<file path="config.mk">
export PLATFORM = sky130hd
export DESIGN_NAME = axi_arbiter
export DESIGN_NICKNAME = d
export VERILOG_FILES = /design/src/rtl/axi_arbiter.sv
export SDC_FILE = /design/constraint.sdc
export NUM_CORES = 1
export LEC_CHECK = 0
export BUFFER_PORTS_ARGS = -buffer_cell sky130_fd_sc_hd__clkbuf_2
export CAP_MARGIN = 20
export CORE_MARGIN = 4
export CORE_UTILIZATION = 30
export DETAILED_ROUTE_END_ITERATION = 10
export GPL_ROUTABILITY_DRIVEN = 0
export HOLD_SLACK_MARGIN = 0.06
export PLACE_DENSITY = 0.57
export SLEW_MARGIN = 5
export SYNTH_ARGS = -nofsm -noshare
export SYNTH_HDL_FRONTEND = slang
export SYNTH_SLANG_ARGS = --single-unit
</file>
<file path="constraint.sdc">
create_clock -name clock -period 1.84 [get_ports clock]
set_clock_uncertainty 0.2 [all_clocks]
set_input_delay 0.184 -clock clock [delete_from_list [all_inputs] [get_ports clock]]
set_output_delay 0.184 -clock clock [all_outputs]
set_load 0.01 [all_outputs]
</file>
<file path="src/rtl/axi_arbiter.sv">
// axi_arbiter: shares one single-outstanding AXI bridge between the
// instruction-fetch port and the data port. One pending request is held per
// port; a single grant is issued as a one-cycle axi_valid pulse and the
// bridge completion is routed combinationally back to the owning port.
//
// state | meaning
// ------+-----------------------------------------------------------------
// IDLE  | no transaction at the bridge; issues a request if any is pending
// BUSY  | one transaction outstanding; waits for axi_ready from the bridge
module axi_arbiter #(
    parameter int DATA_PRIORITY = 0
) (
    input  logic        clock,
    input  logic        reset,
    input  logic        imem_valid,
    input  logic [31:0] imem_addr,
    output logic [31:0] imem_rdata,
    output logic        imem_ready,
    input  logic        dmem_valid,
    input  logic [31:0] dmem_addr,
    input  logic [31:0] dmem_wdata,
    input  logic [3:0]  dmem_wstrb,
    output logic [31:0] dmem_rdata,
    output logic        dmem_ready,
    output logic        axi_valid,
    output logic        axi_instr,
    output logic [31:0] axi_addr,
    output logic [31:0] axi_wdata,
    output logic [3:0]  axi_wstrb,
    input  logic [31:0] axi_rdata,
    input  logic        axi_ready
);

    localparam logic ST_IDLE = 1'b0;
    localparam logic ST_BUSY = 1'b1;
    localparam logic PORT_I  = 1'b0;
    localparam logic PORT_D  = 1'b1;

    logic        state_q, state_d;
    logic        owner_q, owner_d;
    logic        last_grant_q, last_grant_d;
    logic        ipend_q, ipend_d;
    logic [31:0] iaddr_q, iaddr_d;
    logic        dpend_q, dpend_d;
    logic [31:0] daddr_q, daddr_d;
    logic [31:0] dwdata_q, dwdata_d;
    logic [3:0]  dwstrb_q, dwstrb_d;

    logic issue;
    logic grant_data;
    logic icomp;
    logic dcomp;

    // Arbitration and completion decode; data wins a tie under fixed priority
    // or when the instruction port was served last.
    always_comb begin
        issue      = (state_q == ST_IDLE) && (ipend_q || dpend_q);
        grant_data = dpend_q && (!ipend_q || (DATA_PRIORITY != 0) || (last_grant_q == PORT_I));
        icomp      = (state_q == ST_BUSY) && axi_ready && (owner_q == PORT_I);
        dcomp      = (state_q == ST_BUSY) && axi_ready && (owner_q == PORT_D);
    end

    // Bridge request and port completion outputs, all zero outside their pulse.
    always_comb begin
        axi_valid  = issue;
        axi_instr  = issue && !grant_data;
        axi_addr   = 32'h0;
        axi_wdata  = 32'h0;
        axi_wstrb  = 4'h0;
        if (issue) begin
            if (grant_data) begin
                axi_addr  = daddr_q;
                axi_wdata = dwdata_q;
                axi_wstrb = dwstrb_q;
            end else begin
                axi_addr  = iaddr_q;
            end
        end
        imem_ready = icomp;
        imem_rdata = icomp ? axi_rdata : 32'h0;
        dmem_ready = dcomp;
        dmem_rdata = dcomp ? axi_rdata : 32'h0;
    end

    // Next-state for the FSM, owner tracking and the two pending buffers.
    // A new request is only accepted into an empty or completing buffer.
    always_comb begin
        state_d      = state_q;
        owner_d      = owner_q;
        last_grant_d = last_grant_q;
        ipend_d      = ipend_q;
        iaddr_d      = iaddr_q;
        dpend_d      = dpend_q;
        daddr_d      = daddr_q;
        dwdata_d     = dwdata_q;
        dwstrb_d     = dwstrb_q;

        if (issue) begin
            state_d = ST_BUSY;
            owner_d = grant_data ? PORT_D : PORT_I;
        end else if ((state_q == ST_BUSY) && axi_ready) begin
            state_d      = ST_IDLE;
            last_grant_d = owner_q;
        end

        if (imem_valid && (!ipend_q || icomp)) begin
            ipend_d = 1'b1;
            iaddr_d = imem_addr;
        end else if (icomp) begin
            ipend_d = 1'b0;
        end

        if (dmem_valid && (!dpend_q || dcomp)) begin
            dpend_d  = 1'b1;
            daddr_d  = dmem_addr;
            dwdata_d = dmem_wdata;
            dwstrb_d = dmem_wstrb;
        end else if (dcomp) begin
            dpend_d = 1'b0;
        end
    end

    // State registers; reset abandons any outstanding transaction.
    always_ff @(posedge clock or negedge reset) begin
        if (!reset) begin
            state_q      <= ST_IDLE;
            owner_q      <= PORT_I;
            last_grant_q <= PORT_I;
            ipend_q      <= 1'b0;
            iaddr_q      <= 32'h0;
            dpend_q      <= 1'b0;
            daddr_q      <= 32'h0;
            dwdata_q     <= 32'h0;
            dwstrb_q     <= 4'h0;
        end else begin
            state_q      <= state_d;
            owner_q      <= owner_d;
            last_grant_q <= last_grant_d;
            ipend_q      <= ipend_d;
            iaddr_q      <= iaddr_d;
            dpend_q      <= dpend_d;
            daddr_q      <= daddr_d;
            dwdata_q     <= dwdata_d;
            dwstrb_q     <= dwstrb_d;
        end
    end

endmodule

</file>
==> impl_metrics.toml <==
[global_routing]
grt_max_degree = 61
antenna_found_initial = 0
grt.total_usage = 0.180
grt_pass1_wl_um = 25900
grt_pass1_vias = 4818
grt_overflow = 0

[outcome]
violations = "setup timing"
status = "finished with violations"

[clock_tree]
max-clock-path-buffers = 2
clock_latency_ns = 0.34
numClockSinks = 105
htree_levels = 3
clk_pin_slew_ns = 0.07
cts_tree = "done"
cts_root_buf = "clkbuf_16"
cts_buffers = 9

[yosys]
yosysMostFrequentCell = "dfrtp_1"
ys.flop_type = "dfrtp_1"
yosys-top-cells-area = "dfrtp_1, mux2_2, and2_1, a22o_1, mux2_1"
synthArstFlopShare = 1.00
synth_commonest_cells = "dfrtp_1, and2_1, mux2_2, a22o_1, mux2_1"
syn_avg_cell_area_um2 = 12.9
yosys.area.top_type_share = 0.530
ys_types = 18
synth_top_area_cell = "dfrtp_1"
synth-seq-cells = 105
synthCells = 385
synth-edff-count = 0
yosys_warnings = 0
synth.cell_area_um2 = 4950
syn_nets = 522
yosysSeqAreaShare = 0.530

[critical_path]
worstPathArrival_ns = 1.64
path_delay_family = "flip-flops"
slowest_delay_ns = 0.38
critPathBufInv = 2
critical_path_class = "register to primary output"
crit_path_start_kind = "register"
end_kind = "primary output"
path_cells = "nand2b_1 -> and3_4 -> clkbuf_16 -> a22o_1 -> buf_2"
crit_path_max_fanout = 8
cp.required_ns = 1.46
slowest_stage = "dfrtp_1"

[floorplanning]
ioPinCount = 273
die_area_um2 = 18600
rows = 46
initial_core_util = 0.308
die_y_um = 136
die_w_um = 136
fp.coreArea_um2 = 16100

[final_layout]
fillers = 1169
antenna_cells = 0
final_cells = 1024
layout-drive-gt1-share = 0.663
final_nets = 940
areaGrowthSynthToFinish_pct = 101

[placed_design]
pre_cts_slack_ns = 0.0177
io_buffers = 272
dpl.hpwl_um = 10300
place_inst = 857

[sta]
finalHoldViolations = 0
fmax_mhz = 495
holdWs_ns = 0.0905
worst_slew_pin_slew_ns = 0.348
setup_viol = 220
rsz0062_at_grt = "true"
post-route-period-util = 1.10
slew_headroom = 0.768
fin_crit_ns = 2.02
slew_viol_final = 0
setup_ws_ns = -0.181

[drt]
wirelength_um = 21600
drc = 0
wl_per_cell_um = 21.1
dr.first_iter.drc_count = 145
antenna_left = 0
drtPass1Iterations = 6
vias = 4768
vias_per_cell = 4.66

[hold_path]
hp-class = "primary input to async pin"

[job]
drv_cap = 0

[power_and_ir_drop]
total_power_uw = 15200
ir_drop_mv = 0.913
p_leak_uw = 0.00491
powerDensity_nw_per_um2 = 1530
-- cell usage in the layout (no fill, tap or decap), types with 2 or more instances in the layout --
| master | n |
|---|---|
| dfrtp_1 | 104 |
| buf_6 | 85 |
| bufinv_16 | 2 |
| clkinvlp_4 | 2 |
| clkbuf_16 | 26 |
| mux2_2 | 34 |
| buf_4 | 12 |
| clkbuf_8 | 3 |
| a22o_1 | 32 |
| buf_8 | 5 |
| buf_12 | 13 |
| a21o_1 | 3 |
| and2_1 | 19 |
| and3_4 | 2 |
| buf_2 | 39 |
| and2_4 | 81 |
| a21boi_4 | 2 |
| buf_16 | 10 |
| dlygate4sd3_1 | 103 |
| nand2_1 | 4 |
| mux2_4 | 66 |
| clkbuf_2 | 149 |
-- per-stage QoR --
step / TNS (ns) / area, um^2 / util
finish: -24.50 / 9960 / 0.620
detailed placement: 0 / 6610 / 0.412
global route: -38.43 / 9960 / 0.620
CTS: -29.03 / 8430 / 0.525
floorplan: 0 / 4950 / -
global placement: 0 / 6610 / 0.412
-- state kept, by name (all words and copies together), names as in the netlist --
signal        flops
last_grant_q      1
state_q           1
owner_q           1
dwdata_q         32
ipend_q           1
dpend_q           1
dwstrb_q          4
iaddr_q          32
daddr_q          32
-- cell type report --
class                   count  area [um^2]  share of cell area
repair buffers            435         4080               0.410
flip-flops and latches    105         2630               0.264
multi-input cells         248         2620               0.263
well taps                 216          270              0.0271
clock buffers              12          256              0.0258
clock inverters             4         75.1             0.00754
inverters                   4         25.0             0.00251
-- per-layer routing --
layer | vias to the layer above | part of all wire | global-route usage
li1 | 2166 | - | -
met1 | 2407 | 0.42 | 0.226
met2 | 171 | 0.51 | 0.307
met3 | 24 | 0.055 | 0.0452
met4 | 0 | 0.014 | 0.0493
met5 | - | 0 | 0
-- power breakdown --
group / total (uW) / switching, uW / leakage (uW) / internal [uW]
clock: 2120 / 848 / 0.000155 / 1270
combinational: 8920 / 3480 / 0.00352 / 5440
sequential: 4160 / 676 / 0.00123 / 3490
-- logic make-up after synthesis --
| logic type | count (synthesis) | synth area share |
|---|---|---|
| DFF | 105 | 0.530 |
| buffers and inverters | 32 | 0.0379 |
| and+or+nand+nor | 109 | 0.137 |
| muxes | 100 | 0.227 |
| AOI/OAI and AO/OA | 39 | 0.0677 |
-- worst register-to-register path, delay by kind of cell, from the launching register on --
kind	cells	cell delay, ns
buf+inv	5	0.74
flops	1	0.40
compound gates	1	0.18
simple gates	1	0.10
mux	1	0.30
-- path summary, 6_finish.rpt --
path	cells after the start	start	slack, ns	end
setup / recovery	5	last_grant_q	-0.18	axi_addr[10]
hold / removal	2	reset	0.09	iaddr_q[6]
setup reg to reg	8	owner_q	-0.17	daddr_q[9]
hold reg to reg	2	last_grant_q	0.29	last_grant_q
max in group asynchronous	3	reset	0.69	dpend_q
min in group clock	4	axi_ready	0.20	ipend_q
-- what timing repair did --
action | CTS | global route
buffers inserted | 10 | 6
endpoints found under the setup margin | 134 | 235
pin swaps | 20 | 100
gates resized for setup | 33 | 368
hold endpoints to repair | 209 | 0
hold buffers | 104 | 0
gates cloned | 10 | 21
(Power assumes the default switching activity.)
